[config.mk]
export PLATFORM = sky130hd
export DESIGN_NAME = hex_rec_ctrl
export DESIGN_NICKNAME = d
export VERILOG_FILES = /design/src/rtl/hex_rec_pkg.sv /design/src/rtl/hex_nib_dec.sv /design/src/rtl/hex_rec_ctrl.sv
export SDC_FILE = /design/constraint.sdc
export NUM_CORES = 1
export LEC_CHECK = 0
export ABC_AREA = 0
export ABC_CLOCK_PERIOD_IN_PS = 8750
export CAP_MARGIN = 20
export CORE_UTILIZATION = 45
export DETAILED_ROUTE_END_ITERATION = 10
export DONT_BUFFER_PORTS = 1
export GPL_TIMING_DRIVEN = 0
export SETUP_SLACK_MARGIN = 0.02
export SLEW_MARGIN = 5
export SYNTH_ARGS = -nofsm -noshare
export SYNTH_HDL_FRONTEND = slang
export SYNTH_SLANG_ARGS = --single-unit
[constraint.sdc]
create_clock -name CLK -period 8.75 [get_ports CLK]
set_input_delay 0.875 -clock CLK [delete_from_list [all_inputs] [get_ports CLK]]
set_output_delay 0.875 -clock CLK [all_outputs]
set_load 0.02 [all_outputs]
[src/rtl/hex_rec_pkg.sv]
// Shared encodings for the Intel-HEX record parser:
// parser states, ASCII constants, record types, counter load codes.
package hex_rec_pkg;

  typedef enum logic [3:0] {
    S_IDLE,
    S_CNT_H,
    S_CNT_L,
    S_ADR0,
    S_ADR1,
    S_ADR2,
    S_ADR3,
    S_TYP_H,
    S_TYP_L,
    S_DAT_H,
    S_DAT_L,
    S_CHK_H,
    S_CHK_L
  } state_t;

  localparam logic [7:0] C_COLON = 8'h3A;
  localparam logic [7:0] C_ZERO  = 8'h30;
  localparam logic [7:0] C_UA    = 8'h41;
  localparam logic [7:0] C_LA    = 8'h61;

  localparam logic [7:0] T_DATA = 8'h00;
  localparam logic [7:0] T_EOF  = 8'h01;

  localparam logic [1:0] CLE_NONE = 2'b00;
  localparam logic [1:0] CLE_LO   = 2'b01;
  localparam logic [1:0] CLE_HI   = 2'b10;

endpackage

[src/rtl/hex_nib_dec.sv]
// ASCII hex digit decoder: 0-9, A-F, a-f to a nibble.
// Pure combinational; is_hex low for any other character.
module hex_nib_dec
  import hex_rec_pkg::*;
(
  input  logic [7:0] chr,
  output logic [3:0] nib,
  output logic       is_hex
);

  logic [7:0] d0;
  logic [7:0] du;
  logic [7:0] dl;

  // Wrapping subtraction turns each range test into one compare.
  assign d0 = chr - C_ZERO;
  assign du = chr - C_UA;
  assign dl = chr - C_LA;

  always_comb begin
    nib    = 4'h0;
    is_hex = 1'b0;
    unique case (1'b1)
      (d0 < 8'd10): begin
        nib    = d0[3:0];
        is_hex = 1'b1;
      end
      (du < 8'd6): begin
        nib    = du[3:0] + 4'd10;
        is_hex = 1'b1;
      end
      (dl < 8'd6): begin
        nib    = dl[3:0] + 4'd10;
        is_hex = 1'b1;
      end
      default: ;
    endcase
  end

endmodule

[src/rtl/hex_rec_ctrl.sv]
// Intel-HEX record parser driving an external byte-count down-counter.
// Define HEX_CHECKSUM_EN to verify the record checksum at CHK_L.
module hex_rec_ctrl
  import hex_rec_pkg::*;
(
  input  logic        CLK,
  input  logic        CLR,
  input  logic [7:0]  CHR,
  input  logic        CHR_VLD,
  output logic        CHR_RDY,
  output logic        CNT_CE,
  output logic [1:0]  CNT_CLE,
  output logic [3:0]  CNT_D,
  input  logic        CNT_ZD,
  output logic [7:0]  DOUT,
  output logic [15:0] DOUT_ADDR,
  output logic        DOUT_VLD,
  output logic        REC_OK,
  output logic        EOF,
  output logic        ERR
);

  state_t      st;
  logic [3:0]  nib;
  logic [3:0]  hi;
  logic        is_hex;
  logic        acc;
  logic        bubble;
  logic        bad;
  logic        sum_ok;
  logic [7:0]  byt;
  logic [15:0] addr;
  logic [7:0]  typ;

  hex_nib_dec u_dec (
    .chr    (CHR),
    .nib    (nib),
    .is_hex (is_hex)
  );

  assign bubble  = (st == S_DAT_H) && CNT_ZD;
  assign CHR_RDY = !CLR && !bubble;
  assign acc     = CHR_VLD && CHR_RDY;
  assign byt     = {hi, nib};
  assign bad     = !is_hex ||
                   ((st == S_CNT_H) && (nib > 4'd3));

`ifdef HEX_CHECKSUM_EN
  logic [7:0] csum;
  assign sum_ok = ((csum + byt) == 8'h00);
`else
  assign sum_ok = 1'b1;
`endif

  // Counter controls follow the accepted character directly.
  always_comb begin
    CNT_CE  = 1'b0;
    CNT_CLE = CLE_NONE;
    CNT_D   = 4'h0;
    if (acc && !bad) begin
      case (st)
        S_CNT_H: begin
          CNT_CLE = CLE_HI;
          CNT_D   = nib;
        end
        S_CNT_L: begin
          CNT_CLE = CLE_LO;
          CNT_D   = nib;
        end
        S_DAT_L: CNT_CE = 1'b1;
        default: ;
      endcase
    end
  end

  always_ff @(posedge CLK or posedge CLR) begin
    if (CLR) begin
      st        <= S_IDLE;
      hi        <= 4'h0;
      addr      <= 16'h0000;
      typ       <= 8'h00;
      DOUT      <= 8'h00;
      DOUT_ADDR <= 16'h0000;
      DOUT_VLD  <= 1'b0;
      REC_OK    <= 1'b0;
      EOF       <= 1'b0;
      ERR       <= 1'b0;
`ifdef HEX_CHECKSUM_EN
      csum      <= 8'h00;
`endif
    end else begin
      DOUT_VLD <= 1'b0;
      REC_OK   <= 1'b0;
      EOF      <= 1'b0;
      ERR      <= 1'b0;
      if (bubble) begin
        st <= S_CHK_H;
      end else if (acc) begin
        if (st == S_IDLE) begin
          if (CHR == C_COLON) begin
            st <= S_CNT_H;
`ifdef HEX_CHECKSUM_EN
            csum <= 8'h00;
`endif
          end
        end else if (bad) begin
          ERR <= 1'b1;
          st  <= S_IDLE;
        end else begin
          hi <= nib;
          case (st)
            S_CNT_H: st <= S_CNT_L;
            S_CNT_L: st <= S_ADR0;
            S_ADR0, S_ADR1, S_ADR2: begin
              addr <= {addr[11:0], nib};
              st   <= state_t'(st + 4'd1);
            end
            S_ADR3: begin
              addr <= {addr[11:0], nib};
              st   <= S_TYP_H;
            end
            S_TYP_H: begin
              typ <= {typ[3:0], nib};
              st  <= S_TYP_L;
            end
            S_TYP_L: begin
              typ <= {typ[3:0], nib};
              st  <= S_DAT_H;
            end
            S_DAT_H: st <= S_DAT_L;
            S_DAT_L: begin
              DOUT      <= byt;
              DOUT_ADDR <= addr;
              DOUT_VLD  <= (typ == T_DATA);
              addr      <= addr + 16'd1;
              st        <= S_DAT_H;
            end
            S_CHK_H: st <= S_CHK_L;
            S_CHK_L: begin
              if (sum_ok) begin
                REC_OK <= 1'b1;
                EOF    <= (typ == T_EOF);
              end else begin
                ERR <= 1'b1;
              end
              st <= S_IDLE;
            end
            default: st <= S_IDLE;
          endcase
`ifdef HEX_CHECKSUM_EN
          // Low-nibble states complete a byte of the record.
          if (st inside {S_CNT_L, S_ADR1, S_ADR3,
                         S_TYP_L, S_DAT_L})
            csum <= csum + byt;
`endif
        end
      end
    end
  end

endmodule

==> results.md <==
- The number of diodes is 0.
- The later pin in the worst-skew pair is clocked with a latency of 0.34 ns.
- The maximum number of pins on one net before global-route repair is 37.
- For this run, asynchronously set or reset flops after synthesis account for 1.00.
- The multiplexer area fraction after synthesis is 0.145.
- The most common cell type on the critical path is sky130_fd_sc_hd__o21ai_0.
- The count of final max-slew check failures is 0.
- The average detailed-routed wire length per instance is about 18 um.
- The total of warnings raised by yosys is 0.
- Traced cell by cell, the critical path runs through inv_1 -> ha_1 -> o21bai_1 -> a221oi_1 -> o21ai_0 -> o21ai_0 -> nor2b_1.
- The primary flip-flop cell chosen by synthesis mapping is sky130_fd_sc_hd__dfrtp_1.
- The flop-to-flop setup slack is 6.20 ns.
- Global routing finished with a remaining overflow of 0.
- A synthesized cell averages about 11 sq um.
- The number of setup buffers added after CTS is 0.
- After synthesis, the largest family of logic cells by area is simple AND/OR/NAND/NOR gates.
- The die outline area is 0.00790 sq mm.
- The number of hold violations in the final report is 0.
- The cell class contributing the biggest share of worst-path delay is compound AO/OA/AOI/OAI gates.
- The kind of end point of the critical path is an output pin.
- The normalized max-slew margin is 0.460.
- The layout net count is 355.
- From synthesis to final layout, the design area changed by 9.91%.
- Hold is met by 0.460 ns.
- The part of the cycle the worst path needs is 0.482.
- After synthesis the cells add up to 0.00340 sq mm.
- The maximum root-to-sink buffer count is 2.
- The initial utilization of the core area, before any placement, comes to 0.466.
- Of the total synthesized cell area, the portion taken by AND, OR, NAND and NOR gates is 0.171.
- The type of the tightest min-delay check is in2async.
- Counting cells, the worst reg-to-reg path comes to 8.
- The final-layout setup total negative slack is 0 ns.
- The top cell types in the final layout, fill and taps aside, are sky130_fd_sc_hd__dfrtp_1, sky130_fd_sc_hd__o21ai_0, sky130_fd_sc_hd__nor2_1, sky130_fd_sc_hd__mux2_4, sky130_fd_sc_hd__mux2_2.
- The worst setup path startpoint is CHR[0].
- The number of filler instances in the final layout is 693.
- The number of vias in the routed layout is 2541.
- The number of levels in the clock H-tree is 3.
- The quantity of gates resized following cts is 0.
- In the synthesized netlist, the number of instances is around 320.
- The hold buffer count at cts is 0.
- The run finished with clean final reports.
- In the final layout, the share of cells above drive strength 1 is 0.221.
- VDD sags by at most 0.0756 mV.
- The weighted congestion at the end of routability-driven global placement is just under 0.9.
- After the first detailed-routing iteration, the DRC count stood at approximately 160.
- The first global-routing pass estimated roughly 13000 um of wire.
- The endpoint identified for the worst register-to-register timing path is typ[2].
- The time the worst path needs with I/O delays and setup is 4.22 ns.
- The global routing usage on met3 is 0.0625.
- The count of nets left with antenna violations after detail routing is 0.
- At the worst endpoint, the required time is 7.88 ns.
- The net count of the mapped netlist is 343.
- The static power due to leakage is 1.66 nW.
- The width of the die is between 80 and 90 um.
- The initial antenna violation count is 0.
- Before antenna repair, the detailed router went through 4 iterations.
- The worst register-to-register path begins at st[1].
- The core region is 0.00729 sq mm.
- Of all nets on the critical path, the largest fanout is 5.
- The compound-cell area share of the yosys netlist is 0.165.
- For met1 alone, demand over resource in global routing was 0.277.
- The number of global-route vias before repair is between 2000 and 3000.
- Of the total synthesized cell area, the portion taken by full adders, half adders and majority gates is 0.0295.
- The library cell used most frequently in the layout, excluding fill and tap cells, is sky130_fd_sc_hd__dfrtp_1.
- The clock slew at the register clock pins of the worst setup and hold paths is 0.07 ns.
- Across every metal layer, demand over resource in global routing totals 0.216.
- Timing would allow up to 237 MHz.
- The met2 demand-to-capacity share in global routing is 0.349.
- The CTS buffer count is 9.
- The detailed placement HPWL is ~5600 um.
- Among all stages on the critical path, the largest delay is contributed by sky130_fd_sc_hd__o21ai_0.
- The final layout contains routed wiring with a total length of slightly below 8000 um.
- The root buffer cell chosen for the clock tree is sky130_fd_sc_hd__clkbuf_8.
- The busiest layer in global routing is met2.
- The critical path capture point is CNT_D[2].
- The number of cells on the critical path is 7.
- The critical path data arrival time is 3.34 ns.
- The final setup violation count is 0.
- The kind of critical path is in2out.
- The number of buffer and inverter stages on the critical path is 1.
- For the pin with the worst max-slew slack, the measured transition is 0.801 ns.
- Max-cap violations in this run came to 0.
- TritonCTS built the clock tree.
- Input and output buffers added on the ports amount to 0.
- The share of the Yosys chip area taken by registers is 0.442.
- The synthesized design contains 0 enable-type register cells.
- The number of synthesized register bits is 60.
- After detailed routing, the number of remaining DRC violations is 0.
- Of the total synthesized cell area, the portion taken by XOR and XNOR cells is 0.00516.
- The worst setup path is launched from an input port.
- The per-cell via count in the routed design is approximately 5.8.
- The y dimension of the die is around 90 um.
- The largest clock skew in the final design is 0.00556 ns.
- For this run, the slowest stage of the critical path takes 0.68 ns.
- Setup repair after global routing left no endpoint under its margin.
- The distinct cell type count of the synthesized netlist is 49.
- Power spread over the standard cell area amounts to 171 mW/mm^2.
- The number of standard-cell rows in the floorplan is 31.
- For this design the top-level I/O count stands at 48.
- The TritonCTS sink count is 60.
## registers in the layout (all words and copies together), names as in the netlist
name       cells
EOF            1
DOUT_ADDR     16
REC_OK         1
addr          16
DOUT_VLD       1
DOUT           8
st             4
ERR            1
typ            8
hi             4
## worst min-delay path by stage
stage                    end  cells after the start
floorplan           DOUT_VLD                      1
global route         DOUT[0]                      1
CTS                    st[0]                      1
detailed placement  DOUT_VLD                      1
global placement    DOUT_VLD                      1
finish                 st[0]                      1
## worst register-to-register path: stages (launching register included)
cell                       delay [ns]
sky130_fd_sc_hd__dfrtp_1         0.38
sky130_fd_sc_hd__inv_1           0.09
sky130_fd_sc_hd__ha_1            0.27
sky130_fd_sc_hd__nand4b_1        0.23
sky130_fd_sc_hd__nand3_1         0.24
sky130_fd_sc_hd__a21oi_1         0.43
sky130_fd_sc_hd__nand3_1         0.19
sky130_fd_sc_hd__nor2_4          0.24
sky130_fd_sc_hd__mux2_2          0.37
## logic make-up (layout without fill, tap and decap cells)
family	count (synthesis)	count (layout)
buf+inv	31	48
xor+xnor	2	2
mux	37	37
fa+ha+maj	8	8
simple gates	103	103
flops	60	60
compound gates	82	82
## final cells by class
type | instances | area [sq um] | area share
clock inverter | 6 | 65.1 | 0.0174
multi-input combinational | 232 | 1750 | 0.468
inverter | 10 | 37.5 | 0.0101
timing repair buffer | 1 | 20.0 | 0.00536
sequential | 60 | 1500 | 0.402
buffer | 21 | 109 | 0.0292
clock buffer | 10 | 128 | 0.0342
tap | 99 | 124 | 0.0332
## power breakdown
part	total, mW	internal, mW	switching [mW]
logic	0.0937	0.0364	0.0573
clock network	0.246	0.131	0.114
registers	0.301	0.288	0.0132
total	0.640	0.455	0.185
## synth_stat cells (2+ instances only)
library cell,instances,share of area
sky130_fd_sc_hd__nand4_1,3,0.0055
sky130_fd_sc_hd__or3b_2,2,0.0052
sky130_fd_sc_hd__o211ai_1,2,0.0044
sky130_fd_sc_hd__dfrtp_1,60,0.44
sky130_fd_sc_hd__o31a_1,2,0.0052
sky130_fd_sc_hd__and4bb_2,2,0.0074
sky130_fd_sc_hd__nand2_1,16,0.018
sky130_fd_sc_hd__a2bb2oi_1,12,0.031
sky130_fd_sc_hd__o22ai_1,7,0.013
sky130_fd_sc_hd__a221o_1,2,0.0059
sky130_fd_sc_hd__mux2_2,17,0.056
sky130_fd_sc_hd__a22oi_1,2,0.0044
sky130_fd_sc_hd__and2_1,4,0.0074
sky130_fd_sc_hd__nor3_1,13,0.019
sky130_fd_sc_hd__o21ai_0,23,0.034
sky130_fd_sc_hd__o31ai_1,4,0.0088
sky130_fd_sc_hd__clkbuf_1,11,0.012
sky130_fd_sc_hd__and4_1,2,0.0052
sky130_fd_sc_hd__inv_1,10,0.011
sky130_fd_sc_hd__nor4_1,2,0.0037
sky130_fd_sc_hd__or2_2,2,0.0037
sky130_fd_sc_hd__nand3_1,14,0.021
sky130_fd_sc_hd__nor2b_1,6,0.011
sky130_fd_sc_hd__a21oi_1,15,0.022
sky130_fd_sc_hd__buf_6,3,0.0099
sky130_fd_sc_hd__mux2_4,20,0.088
sky130_fd_sc_hd__xor2_1,2,0.0052
sky130_fd_sc_hd__buf_2,6,0.0088
sky130_fd_sc_hd__a31oi_1,2,0.0037
sky130_fd_sc_hd__nor2_1,21,0.023
sky130_fd_sc_hd__ha_1,8,0.029
sky130_fd_sc_hd__and3_1,8,0.015
sky130_fd_sc_hd__nor2_4,2,0.0066
sky130_fd_sc_hd__a211oi_1,3,0.0066
## metrics by stage
step                      setup WS, ns  cells  utilization  total power, mW  cell area (sq um)
after floorplan                   4.29    323            -            0.374               3400
after global placement            3.42    422        0.483            0.395               3520
after detailed placement          4.48    423        0.486            0.400               3540
after CTS                         4.48    439        0.512            0.646               3730
after global routing              4.27    439        0.512            0.671               3730
final                             4.53    439        0.512            0.640               3730
## routing by layer
| layer | routed length, um | vias up | share of wire |
|---|---|---|---|
| met5 | 0 | - | 0 |
| met4 | 144 | 0 | 0.018 |
| met3 | 350 | 19 | 0.045 |
| met2 | 3720 | 52 | 0.48 |
| met1 | 3590 | 1250 | 0.46 |
| li1 | - | 1220 | - |
(Power assumes the default switching activity.)
